==> config.mk <==
export PLATFORM = sky130hd
export DESIGN_NAME = seq_divider_32b
export DESIGN_NICKNAME = d
export VERILOG_FILES = /design/src/rtl/alu_pkg.sv /design/src/rtl/sub_33b.sv /design/src/rtl/seq_divider_32b.sv
export SDC_FILE = /design/constraint.sdc
export NUM_CORES = 1
export LEC_CHECK = 0
export BUFFER_PORTS_ARGS = -buffer_cell sky130_fd_sc_hd__buf_2
export CAP_MARGIN = 20
export CORE_ASPECT_RATIO = 1.4
export CORE_MARGIN = 10
export CORE_UTILIZATION = 30
export DETAILED_ROUTE_END_ITERATION = 8
export GPL_ROUTABILITY_DRIVEN = 0
export SETUP_SLACK_MARGIN = 0.2
export SLEW_MARGIN = 20
export SYNTH_ARGS = -nofsm -noshare
export SYNTH_HDL_FRONTEND = slang
export SYNTH_SLANG_ARGS = --single-unit
==> constraint.sdc <==
create_clock -name clk -period 20.3 [get_ports clk]
set_input_delay 0 -clock clk [delete_from_list [all_inputs] [get_ports clk]]
set_output_delay 0 -clock clk [all_outputs]
set_load 0.02 [all_outputs]
==> src/rtl/alu_pkg.sv <==
// Shared ALU definitions: datapath width, divider state encoding and the
// opcode that routes an ALU operation to the sequential divider.
package alu_pkg;

    // Operand/result width of the ALU datapath.
    localparam int WIDTH = 32;

    // Iteration counter width; 2**CNT_W must exceed WIDTH.
    localparam int CNT_W = 6;

    // Divider control states, kept as plain constants for older tooling.
    localparam logic [1:0] S_IDLE = 2'd0;
    localparam logic [1:0] S_RUN  = 2'd1;
    localparam logic [1:0] S_DZ   = 2'd2;
    localparam logic [1:0] S_DONE = 2'd3;

    // ALU control opcodes for the two sequential units.
    localparam logic [3:0] ALU_OP_MUL = 4'b1000;
    localparam logic [3:0] ALU_OP_DIV = 4'b1001;

endpackage

==> src/rtl/sub_33b.sv <==
// Structural ripple-borrow subtractor, diff = a - b, built bit by bit in the
// same style as the ALU adder. The sign output is the MSB of the difference,
// which the divider uses as its restore decision.
module sub_33b #(
    parameter int N = alu_pkg::WIDTH + 1
) (
    input  logic [N-1:0] a,
    input  logic [N-1:0] b,
    output logic [N-1:0] diff,
    output logic         sign,
    output logic         borrow_out
);

    logic [N:0] borrow;

    assign borrow[0] = 1'b0;

    // One full-subtractor cell per bit, borrow rippling from LSB to MSB.
    genvar i;
    generate
        for (i = 0; i < N; i++) begin : g_bit
            logic axb;
            assign axb           = a[i] ^ b[i];
            assign diff[i]       = axb ^ borrow[i];
            assign borrow[i + 1] = (~a[i] & b[i]) | (~axb & borrow[i]);
        end
    endgenerate

    assign sign       = diff[N-1];
    assign borrow_out = borrow[N];

endmodule

==> src/rtl/seq_divider_32b.sv <==
// Sequential unsigned restoring divider. One quotient bit is produced per
// clock; a start/busy/done handshake frames each operation. Division by zero
// short-circuits to an all-ones quotient with the dividend as remainder.
module seq_divider_32b #(
    parameter int WIDTH = alu_pkg::WIDTH,
    parameter int CNT_W = alu_pkg::CNT_W
) (
    input  logic             clk,
    input  logic             reset,
    input  logic             start,
    input  logic [WIDTH-1:0] dividend,
    input  logic [WIDTH-1:0] divisor,
    output logic [WIDTH-1:0] quotient,
    output logic [WIDTH-1:0] remainder,
    output logic             busy,
    output logic             done,
    output logic             div_by_zero
);

    import alu_pkg::S_IDLE;
    import alu_pkg::S_RUN;
    import alu_pkg::S_DZ;
    import alu_pkg::S_DONE;

    localparam logic [CNT_W-1:0] LAST_CNT = CNT_W'(WIDTH - 1);

    logic [1:0]       state_q, state_d;
    logic [WIDTH:0]   a_q, a_d;
    logic [WIDTH-1:0] q_q, q_d;
    logic [WIDTH-1:0] m_q, m_d;
    logic [CNT_W-1:0] cnt_q, cnt_d;
    logic [WIDTH-1:0] quotient_q, quotient_d;
    logic [WIDTH-1:0] remainder_q, remainder_d;
    logic             dz_q, dz_d;

    logic [WIDTH:0]   a_shift;
    logic [WIDTH-1:0] q_shift;
    logic [WIDTH:0]   t_val;
    logic             t_sign;
    logic             accept;
    logic             sub_borrow_unused;
    logic             a_msb_unused;

    // {A,Q} shifted left by one. A is always below M between iterations, so
    // its top bit is zero and drops out of the shift.
    assign a_shift      = {a_q[WIDTH-1:0], q_q[WIDTH-1]};
    assign q_shift      = {q_q[WIDTH-2:0], 1'b0};
    assign a_msb_unused = a_q[WIDTH];

    // Trial subtraction of the divisor from the shifted partial remainder.
    sub_33b #(
        .N(WIDTH + 1)
    ) u_sub (
        .a          (a_shift),
        .b          ({1'b0, m_q}),
        .diff       (t_val),
        .sign       (t_sign),
        .borrow_out (sub_borrow_unused)
    );

    // A new request is only honoured when the unit is not iterating.
    assign accept = start && ((state_q == S_IDLE) || (state_q == S_DONE));

    // Next-state and datapath control for the divider FSM.
    always_comb begin
        state_d     = state_q;
        a_d         = a_q;
        q_d         = q_q;
        m_d         = m_q;
        cnt_d       = cnt_q;
        quotient_d  = quotient_q;
        remainder_d = remainder_q;
        dz_d        = dz_q;

        if (accept) begin
            a_d     = '0;
            q_d     = dividend;
            m_d     = divisor;
            cnt_d   = '0;
            dz_d    = 1'b0;
            state_d = (divisor != '0) ? S_RUN : S_DZ;
        end else begin
            case (state_q)
                S_IDLE: begin
                    state_d = S_IDLE;
                end
                S_RUN: begin
                    if (!t_sign) begin
                        a_d = t_val;
                        q_d = {q_shift[WIDTH-1:1], 1'b1};
                    end else begin
                        a_d = a_shift;
                        q_d = q_shift;
                    end
                    cnt_d = cnt_q + CNT_W'(1);
                    if (cnt_q == LAST_CNT) begin
                        state_d     = S_DONE;
                        quotient_d  = q_d;
                        remainder_d = a_d[WIDTH-1:0];
                    end
                end
                S_DZ: begin
                    quotient_d  = '1;
                    remainder_d = q_q;
                    dz_d        = 1'b1;
                    state_d     = S_DONE;
                end
                S_DONE: begin
                    state_d = S_IDLE;
                end
                default: begin
                    state_d = S_IDLE;
                end
            endcase
        end
    end

    // State, operand and result registers with asynchronous clear.
    always_ff @(posedge clk or posedge reset) begin
        if (reset) begin
            state_q     <= S_IDLE;
            a_q         <= '0;
            q_q         <= '0;
            m_q         <= '0;
            cnt_q       <= '0;
            quotient_q  <= '0;
            remainder_q <= '0;
            dz_q        <= 1'b0;
        end else begin
            state_q     <= state_d;
            a_q         <= a_d;
            q_q         <= q_d;
            m_q         <= m_d;
            cnt_q       <= cnt_d;
            quotient_q  <= quotient_d;
            remainder_q <= remainder_d;
            dz_q        <= dz_d;
        end
    end

    assign quotient    = quotient_q;
    assign remainder   = remainder_q;
    assign div_by_zero = dz_q;
    assign busy        = (state_q == S_RUN) || (state_q == S_DZ);
    assign done        = (state_q == S_DONE);

endmodule

# Word-level counts from Yosys, hierarchy flattened
# Index checks and enable logic that the tools add are counted.
# totals
out_inout_bits,67
mem_bits_ro,0
mem_bits_rw,0
ff_bits,169
input_bits,67
latchBits,0
elab_cells,265
mem_count,0
# op_classes
multipliers,0
reduce_logical,10
n_shift,0
n_bitwise,222
magnitude_cmp,0
n_eq_ne,6
div,0
add_sub_neg,1
n_mux,18
# op_table
cell,n
$mux 32,7
$pmux 32 s2,2
$not 1->1,64
$xor 1x1->1,64
$and 1x1->1,63
$reduce_bool 32->1,1
$or 1x1->1,31
$mux 6,2
$add 6x1->6 const B,1
$eq 6x5->1 const B,1
$mux 2,3
$pmux 2 s3,1
$reduce_bool 2->1,3
$eq 2x2->1 const B,2
$mux 1,3
$ne 3x3->1 const B,1
$reduce_and 3->1,1
$eq 2x1->1 const B,1
$logic_not 2->1,1
$logic_or 1x1->1,2
$ne 2x2->1 const B,1
$reduce_or 2->1,1
$logic_and 1x1->1,1

# Longest topological paths before layout
# Gate-level depths: netlist of run 1.
# logic_depth
depth_word,68
depth_mapped,40
ltp_nobuf,39

# Cells and area by module
# A second synthesis of run 1 with hierarchy kept.
# unflattened
cells_unflattened,847
area_unflattened_um2,8605.8
# by_module_without_submodules
mod,instances,cells_per_inst,seq_area_each_um2,area_each_um2
seq_divider_32b,1,744,4229.1,7682.4
sub_33b,1,103,0.0,923.4

# Least setup slack after synthesis of run 1
# No wires, ideal clock.
# synth_timing
path_type,register to register
start,reg q_q[31]
end,reg remainder_q[1] (netlist: remainder[1])
path_slack_ns,6.911
setup_time_ns,0.128
stages_incl_launch_ff,41
n_path_buf,1
t_arrival_ns,13.262
cell_sequence,dfrtp_1 inv_1 ha_1 inv_1 fa_1 fa_1 fa_1 fa_1 fa_1 fa_1 fa_1 fa_1 fa_1 fa_1 fa_1 fa_1 fa_1 fa_1 [5 not listed] fa_1 fa_1 fa_1 fa_1 fa_1 fa_1 fa_1 fa_1 fa_1 fa_1 inv_1 fa_1 fa_1 xor2_2 buf_6 mux2i_1 o21ai_0 mux2_1
# synth_via
elab_chain_len,68
word_cells_on_any_way,69
cone_classes,3 x mux; 66 x bitwise
# synth_lines
element,line,text
from (decl),seq_divider_32b.sv:29,"logic [WIDTH-1:0] q_q, q_d;"
from (signal assigned),seq_divider_32b.sv:132,q_q <= q_d;
$not 1->1 (*),sub_33b.sv:25,assign borrow[i + 1] = (~a[i] & b[i]) | (~axb & borrow[i]);
$and 1x1->1 (*),sub_33b.sv:25,
$and 1x1->1,sub_33b.sv:25,
$or 1x1->1,sub_33b.sv:25,
$and 1x1->1,sub_33b.sv:25,
$or 1x1->1,sub_33b.sv:25,
$and 1x1->1,sub_33b.sv:25,
$or 1x1->1,sub_33b.sv:25,
[52 not listed],n/a,
$and 1x1->1,sub_33b.sv:25,
$or 1x1->1,sub_33b.sv:25,
$and 1x1->1,sub_33b.sv:25,
$or 1x1->1,sub_33b.sv:25,
$xor 1x1->1,sub_33b.sv:24,assign diff[i] = axb ^ borrow[i];
$mux 32 (*),seq_divider_32b.sv:88,if (!t_sign) begin
$mux 32 (*),seq_divider_32b.sv:96,if (cnt_q == LAST_CNT) begin
$pmux 32 s2 (*),seq_divider_32b.sv:83,case (state_q)
to (signal assigned),seq_divider_32b.sv:136,remainder_q <= remainder_d;
to (decl),seq_divider_32b.sv:33,"logic [WIDTH-1:0] remainder_q, remainder_d;"
# Every way passes the cells marked *; elsewhere a longest branch is shown, timed or not. The select of a mux whose other input is x is not followed.
# A chain may end at the register's enable or synchronous reset.

# Worst setup path in the final report of run 1
# layout_timing
start,reg q_q[31]
end,reg remainder_q[22] (netlist: remainder[22])
# layout_via
elab_chain_len,68
word_cells_on_any_way,69
cone_classes,3 x mux; 66 x bitwise
# layout_lines
element,line
$not 1->1 (*),sub_33b.sv:25
$and 1x1->1 (*) (2 in a row),sub_33b.sv:25
$or 1x1->1 (*),sub_33b.sv:25
$and 1x1->1 (*),sub_33b.sv:25
$or 1x1->1 (*),sub_33b.sv:25
$and 1x1->1 (*),sub_33b.sv:25
$or 1x1->1 (*),sub_33b.sv:25
$and 1x1->1 (*),sub_33b.sv:25
[51 not listed],n/a
$and 1x1->1,sub_33b.sv:25
$or 1x1->1,sub_33b.sv:25
$and 1x1->1,sub_33b.sv:25
$or 1x1->1,sub_33b.sv:25
$xor 1x1->1,sub_33b.sv:24
$mux 32 (*),seq_divider_32b.sv:88
$mux 32 (*),seq_divider_32b.sv:96
$pmux 32 s2 (*),seq_divider_32b.sv:83
# Marked as above.

==> flow_metrics.py, run 1 <==
metrics = {
    "outcome": {
        "status": "complete, no violations",
    },
    "synthesis": {
        "syn_inst": 723,
        "yosysUniqueCellTypes": 32,
        "synth_warnings": 0,
        "syn_area_um2": 8090,
        "yosysTopAreaCellShare_pct": 52.3,
        "syn_nets": 826,
        "yosys.cell_count.top_type": "dfrtp_1",
        "ys.flop_type": "dfrtp_1",
        "synth-async-reset-ratio_pct": 100,
        "ys_seq_area_share_pct": 52.3,
        "yosys_register_bits": 169,
        "synthTopCellsByArea": "dfrtp_1 52%, mux2i_1 8.3%, fa_1 7.7%",
        "netlist_top_cells_count": "169 x dfrtp_1, 73 x nand2_1, 73 x nor2_1",
        "synth_edf_count": 0,
        "yosysTopAreaCell": "dfrtp_1",
        "synth_area_per_cell_um2": 11.2,
    },
    "detailed_routing": {
        "drt_pass1_iterations": 4,
        "viasPerCell": 4.52,
        "finalWirelength_mm": 21.4,
        "initialDrtViolationCount": 267,
        "post_drt_wl_per_cell_um": 16.8,
        "drc_errors": 0,
        "vias": 5775,
        "ant_nets": 0,
    },
    "final_layout": {
        "layout.nets": 1003,
        "drive_gt1_share_pct": 22.9,
        "finalNonFillerCells": 1277,
        "area_growth_syn_to_layout_pct": 28.9,
    },
    "placement": {
        "dp_slack_ns": 5.59,
        "dp_hpwl_mm": 14.0,
        "numPlacedInstances": 1179,
        "numPortBuffers": 133,
    },
    "grt": {
        "grt_pass1_wl_mm": 35.4,
        "grt-ovfl-total": 0,
        "grt.total_usage_pct": 12.9,
        "antenna_found_initial": 1,
        "grt_pass1_vias": 6406,
        "grt_max_degree": 103,
    },
    "critical_path": {
        "start_kind": "flop",
        "crit_fanout": 13,
        "crit_slowest_cell": "xor2_4",
        "reg2reg_setup_slack_ns": 5.84,
        "slowest_delay_ns": 0.55,
        "worst_path_most_repeated_cell": "fa_1",
        "ff2ff_path_depth": 40,
        "r2r-end": "remainder[22]$_DFFE_PP0P_",
        "arrival_ns": 14.78,
        "cp.required_ns": 20.61,
        "rr_startpoint": "q_q[31]$_DFFE_PP0P_",
        "path_class": "flop to flop",
        "crit_path_end_kind": "flop",
    },
    "worst_hold_path": {
        "hold_path_class": "primary input to async pin",
    },
    "power": {
        "total_power_mw": 1.99,
        "worst_ir_drop_vdd_v": 0.0000737,
        "power.leakage_nw": 4.55,
        "cellPowerDensity_nw_per_um2": 191,
    },
    "timing": {
        "holdWs_ns": 0.301,
        "finClkSkew_ns": 0.00729,
        "min_period_ns": 14.47,
        "hold_violations": 0,
        "tns_ns": 0,
        "period_share_pct": 71.3,
        "fin_ws_ns": 5.84,
        "max_freq_mhz": 69.1,
        "rsz0062_at_grt": "no",
        "finalMaxSlewViolations": 0,
        "worst_pin_slew_ns": 1.02,
        "slew_headroom_pct": 32.2,
        "finalSetupViolCount": 0,
    },
    "floorplan": {
        "fp.dieH_um": 214,
        "die_w_um": 159,
        "design.core.area_um2": 26700,
        "num_io_pins": 134,
        "rows": 71,
        "dieArea_um2": 34000,
        "initial_core_util_pct": 30.2,
    },
    "clocking": {
        "clock_path_buffers": 2,
        "clock-sinks": 169,
        "postCtsSetupBuffers": 0,
        "cts_buffers": 17,
        "holdBufCountCts": 66,
        "htree_num_levels": 4,
        "clk_latency_ns": 0.43,
        "clk_pin_slew_worst_paths_ns": 0.07,
        "cts_root_buffer": "clkbuf_16",
        "cts_resized": 0,
        "cts_tree": "built",
    },
    "job": {
        "drv_cap": 0,
    },
}
## placed cells by master (no fill, tap or decap), drive strengths merged, types with 4 or more instances in the layout
cell type,instances
o21ai,60
bufinv,6
clkbuf,18
nor2,73
nor4,8
xor2,4
nand4,5
mux2i,67
dfrtp,169
o22a,32
fa,31
inv,42
a21oi,34
nand2,73
mux2,35
a211oi,29
dlygate4sd3,66
ha,5
buf,140
## sequential cells by signal, indices dropped and copies added (netlist names)
name / count
a_q: 32
m_q: 32
q_q: 32
quotient: 32
remainder: 32
cnt_q: 6
state_q: 2
div_by_zero: 1
## metal layers
layer	GRT usage (%)	wire length, um
met1	15.5	9550
met2	22.3	10900
met3	2.92	711
met4	4.06	280
met5	0	0
## worst max-delay path by stage
stage | from | endpoint | slack, ns | cells past startpoint
4_1_cts | q_q[31]$_DFFE_PP0P_ | remainder[22]$_DFFE_PP0P_ | 5.53 | 39
3_5_place_dp | q_q[31]$_DFFE_PP0P_ | remainder[22]$_DFFE_PP0P_ | 5.59 | 39
3_3_place_gp | q_q[31]$_DFFE_PP0P_ | remainder[1]$_DFFE_PP0P_ | 5.79 | 39
5_1_grt | q_q[31]$_DFFE_PP0P_ | remainder[14]$_DFFE_PP0P_ | 5.18 | 40
2_1_floorplan | q_q[31]$_DFFE_PP0P_ | remainder[1]$_DFFE_PP0P_ | 6.91 | 40
6_report | q_q[31]$_DFFE_PP0P_ | remainder[22]$_DFFE_PP0P_ | 5.84 | 40
## final cells by class
cell class	count	area, um^2
multi-input combinational	466	3530
clock inverter	12	223
tap	365	457
inverter	40	155
sequential	169	4230
clock buffer	18	429
antenna	1	2.50
fill	2579	16300
timing repair buffer	206	1400
## through the flow
step | cell area (um^2) | util (%)
after floorplan | 8090 | -
final | 10400 | 39.0
after global routing | 10400 | 39.0
after CTS | 10400 | 38.9
after global placement | 9080 | 34.0
after detailed placement | 9080 | 34.0
## worst max-delay path, delay by kind of cell, from the launching register on
kind / cells / cell delay, ns
fa+ha+maj: 32 / 12.28
mux: 2 / 0.58
xor+xnor: 1 / 0.55
buf+inv: 4 / 0.43
flops: 1 / 0.39
compound gates: 1 / 0.11
## cells by family after synthesis
kind of cell	share of synthesized area, %
mux	13.2
simple gates	8.09
flops	52.3
fa+ha+maj	8.45
xor+xnor	0.975
buf+inv	4.47
compound gates	12.5
## power by group
part,switching (mW),internal [mW],leakage [nW],total [mW]
combinational,0.580,0.434,2.28,1.01
sequential,0.113,0.500,1.96,0.613
clock,0.137,0.230,0.313,0.367
total,0.831,1.16,4.55,1.99
No activity file was read; power rests on OpenSTA's default activity.
==> run 2: changes to the inputs <==
--- a/config.mk
+++ b/config.mk
@@ -5,6 +5,7 @@
 export SDC_FILE = /design/constraint.sdc
 export NUM_CORES = 1
 export LEC_CHECK = 0
+export ABC_AREA = 1
 export BUFFER_PORTS_ARGS = -buffer_cell sky130_fd_sc_hd__buf_2
 export CAP_MARGIN = 20
 export CORE_ASPECT_RATIO = 1.4
==> constraint.sdc (replaced) <==
create_clock -name clk -period 14.7 [get_ports clk]
set_input_delay 0 -clock clk [delete_from_list [all_inputs] [get_ports clk]]
set_output_delay 0 -clock clk [all_outputs]
set_load 0.02 [all_outputs]
==> flow_metrics.py, run 2 <==
metrics = {
    "critical_path": {
        "crit_slowest_cell": "fa_1",
        "path_class": "flop to flop",
        "cp.required_ns": 15.03,
        "crit_fanout": 18,
        "slowest_delay_ns": 0.43,
        "start_kind": "flop",
        "arrival_ns": 14.17,
        "worst_path_most_repeated_cell": "fa_1",
        "crit_path_end_kind": "flop",
    },
    "timing": {
        "rsz0062_at_grt": "no",
        "tns_ns": 0,
        "finalSetupViolCount": 0,
        "min_period_ns": 13.84,
        "hold_violations": 0,
        "max_freq_mhz": 72.2,
        "slew_headroom_pct": 36.4,
        "period_share_pct": 94.2,
        "finalMaxSlewViolations": 0,
        "holdWs_ns": 0.306,
        "worst_pin_slew_ns": 0.953,
        "finClkSkew_ns": 0.0132,
    },
    "final_layout": {
        "fin_util_pct": 38.4,
        "drive_gt1_share_pct": 20.2,
        "final_cell_mix": "232 x nand2_1, 169 x dfrtp_1, 133 x buf_2",
        "layout_commonest_cell": "nand2_1",
        "fin_area_um2": 10300,
        "area_growth_syn_to_layout_pct": 26.3,
        "layout.nets": 1146,
    },
    "synthesis": {
        "syn_area_um2": 8160,
        "yosys.cell_count.top_type": "nand2_1",
        "netlist_top_cells_count": "232 x nand2_1, 169 x dfrtp_1, 99 x inv_1",
        "syn_inst": 862,
        "syn_nets": 965,
        "synth_warnings": 0,
        "synth_edf_count": 0,
        "synth-async-reset-ratio_pct": 100,
        "ys_seq_area_share_pct": 51.8,
        "synth_area_per_cell_um2": 9.46,
        "yosysTopAreaCellShare_pct": 51.8,
        "yosysUniqueCellTypes": 28,
        "ys.flop_type": "dfrtp_1",
        "synthTopCellsByArea": "dfrtp_1 52%, nand2_1 11%, fa_1 7.6%",
        "yosysTopAreaCell": "dfrtp_1",
        "yosys_register_bits": 169,
    },
    "floorplan": {
        "design.core.area_um2": 26800,
        "dieArea_um2": 34300,
        "initial_core_util_pct": 30.4,
        "fp.dieH_um": 215,
        "rows": 71,
        "die_w_um": 159,
        "num_io_pins": 134,
    },
    "detailed_routing": {
        "ant_nets": 0,
        "viasPerCell": 4.56,
        "drt_pass1_iterations": 6,
        "vias": 6489,
        "post_drt_wl_per_cell_um": 16.5,
        "initialDrtViolationCount": 373,
        "drc_errors": 0,
        "finalWirelength_mm": 23.5,
    },
    "grt": {
        "grt_pass1_wl_mm": 38.1,
        "grt.total_usage_pct": 13.9,
        "grt_max_degree": 104,
        "grt-ovfl-total": 0,
        "grt_pass1_vias": 6734,
        "antenna_found_initial": 2,
    },
    "clocking": {
        "cts_buffers": 17,
        "clock_path_buffers": 2,
        "cts_root_buffer": "clkbuf_16",
        "clk_pin_slew_worst_paths_ns": 0.08,
        "cts_tree": "built",
        "clk_latency_ns": 0.45,
        "clock-sinks": 169,
        "postCtsSetupBuffers": 0,
        "htree_num_levels": 4,
    },
    "placement": {
        "place_area_um2": 9040,
        "numPortBuffers": 133,
        "dp_hpwl_mm": 16.0,
    },
    "job": {
        "drv_cap": 0,
    },
    "power": {
        "cellPowerDensity_nw_per_um2": 222,
        "power.leakage_nw": 4.97,
        "worst_ir_drop_vdd_v": 0.0000896,
    },
    "outcome": {
        "status": "complete, no violations",
    },
    "worst_hold_path": {
        "hold_path_class": "primary input to flop",
    },
}
## run 2: critical path: cells and delay by family, from the launching register on
kind                       cells  cell delay, ns
DFF                            1            0.40
buffers and inverters          4            0.26
adders and majority gates     32           12.08
and+or+nand+nor                4            0.53
AOI/OAI and AO/OA              2            0.46
## run 2: layer usage
metal | vias up | wire, um | global-route usage [%]
met5 | - | 7 | 0
met3 | 31 | 1120 | 3.23
met1 | 3141 | 10100 | 16.8
met4 | 2 | 511 | 5.23
li1 | 3167 | - | -
met2 | 148 | 11800 | 23.6
## run 2: timing repair
item / CTS / global route
endpoints found under the setup margin: 0 / 2
hold buffers: 69 / 0
endpoints found under the hold margin: 170 / 0
resized for setup: 0 / 2
## run 2: final timing paths
kind	startpoint	to	slack (ns)	depth (start not counted)
max	q_q[31]$_DFFE_PP0P_	remainder[31]$_DFFE_PP0P_	0.86	42
min	dividend[30]	q_q[30]$_DFFE_PP0P_	0.31	4
max reg2reg	q_q[31]$_DFFE_PP0P_	remainder[31]$_DFFE_PP0P_	0.86	42
min reg2reg	remainder[25]$_DFFE_PP0P_	remainder[25]$_DFFE_PP0P_	0.47	2
max in group asynchronous	reset	m_q[23]$_DFFE_PP0P_	12.92	4
min in group asynchronous	reset	remainder[10]$_DFFE_PP0P_	0.32	3
## run 2: stage by stage
stage	std cells	setup WS (ns)	power, mW
detailed placement	1320	0.957	1.84
global route	1422	0.240	2.49
CTS	1421	0.887	2.31
floorplan	862	1.74	1.54
global placement	1320	1.07	1.81
finish	1422	0.858	2.28
## run 2: logic make-up after synthesis
logic type      Yosys count  synth area share (%)
simple gates            304                  14.5
compound gates          200                  16.8
flops                   169                  51.8
buf+inv                 153                  8.48
fa+ha+maj                36                  8.38
## run 2: cell type report
class | instances | area (um^2)
Antenna cell | 1 | 2.50
Clock buffer | 19 | 433
Clock inverter | 13 | 133
Fill cell | 2789 | 16500
Inverter | 106 | 403
Multi-Input combinational cell | 540 | 3240
Sequential cell | 169 | 4230
Tap cell | 365 | 457
Timing Repair Buffer | 209 | 1410
## run 2: report_power, final
| part | total [mW] | internal (mW) | switching (mW) |
|---|---|---|---|
| combinational | 1.09 | 0.360 | 0.731 |
| clock | 0.444 | 0.238 | 0.206 |
| sequential | 0.748 | 0.645 | 0.103 |
| total | 2.28 | 1.24 | 1.04 |
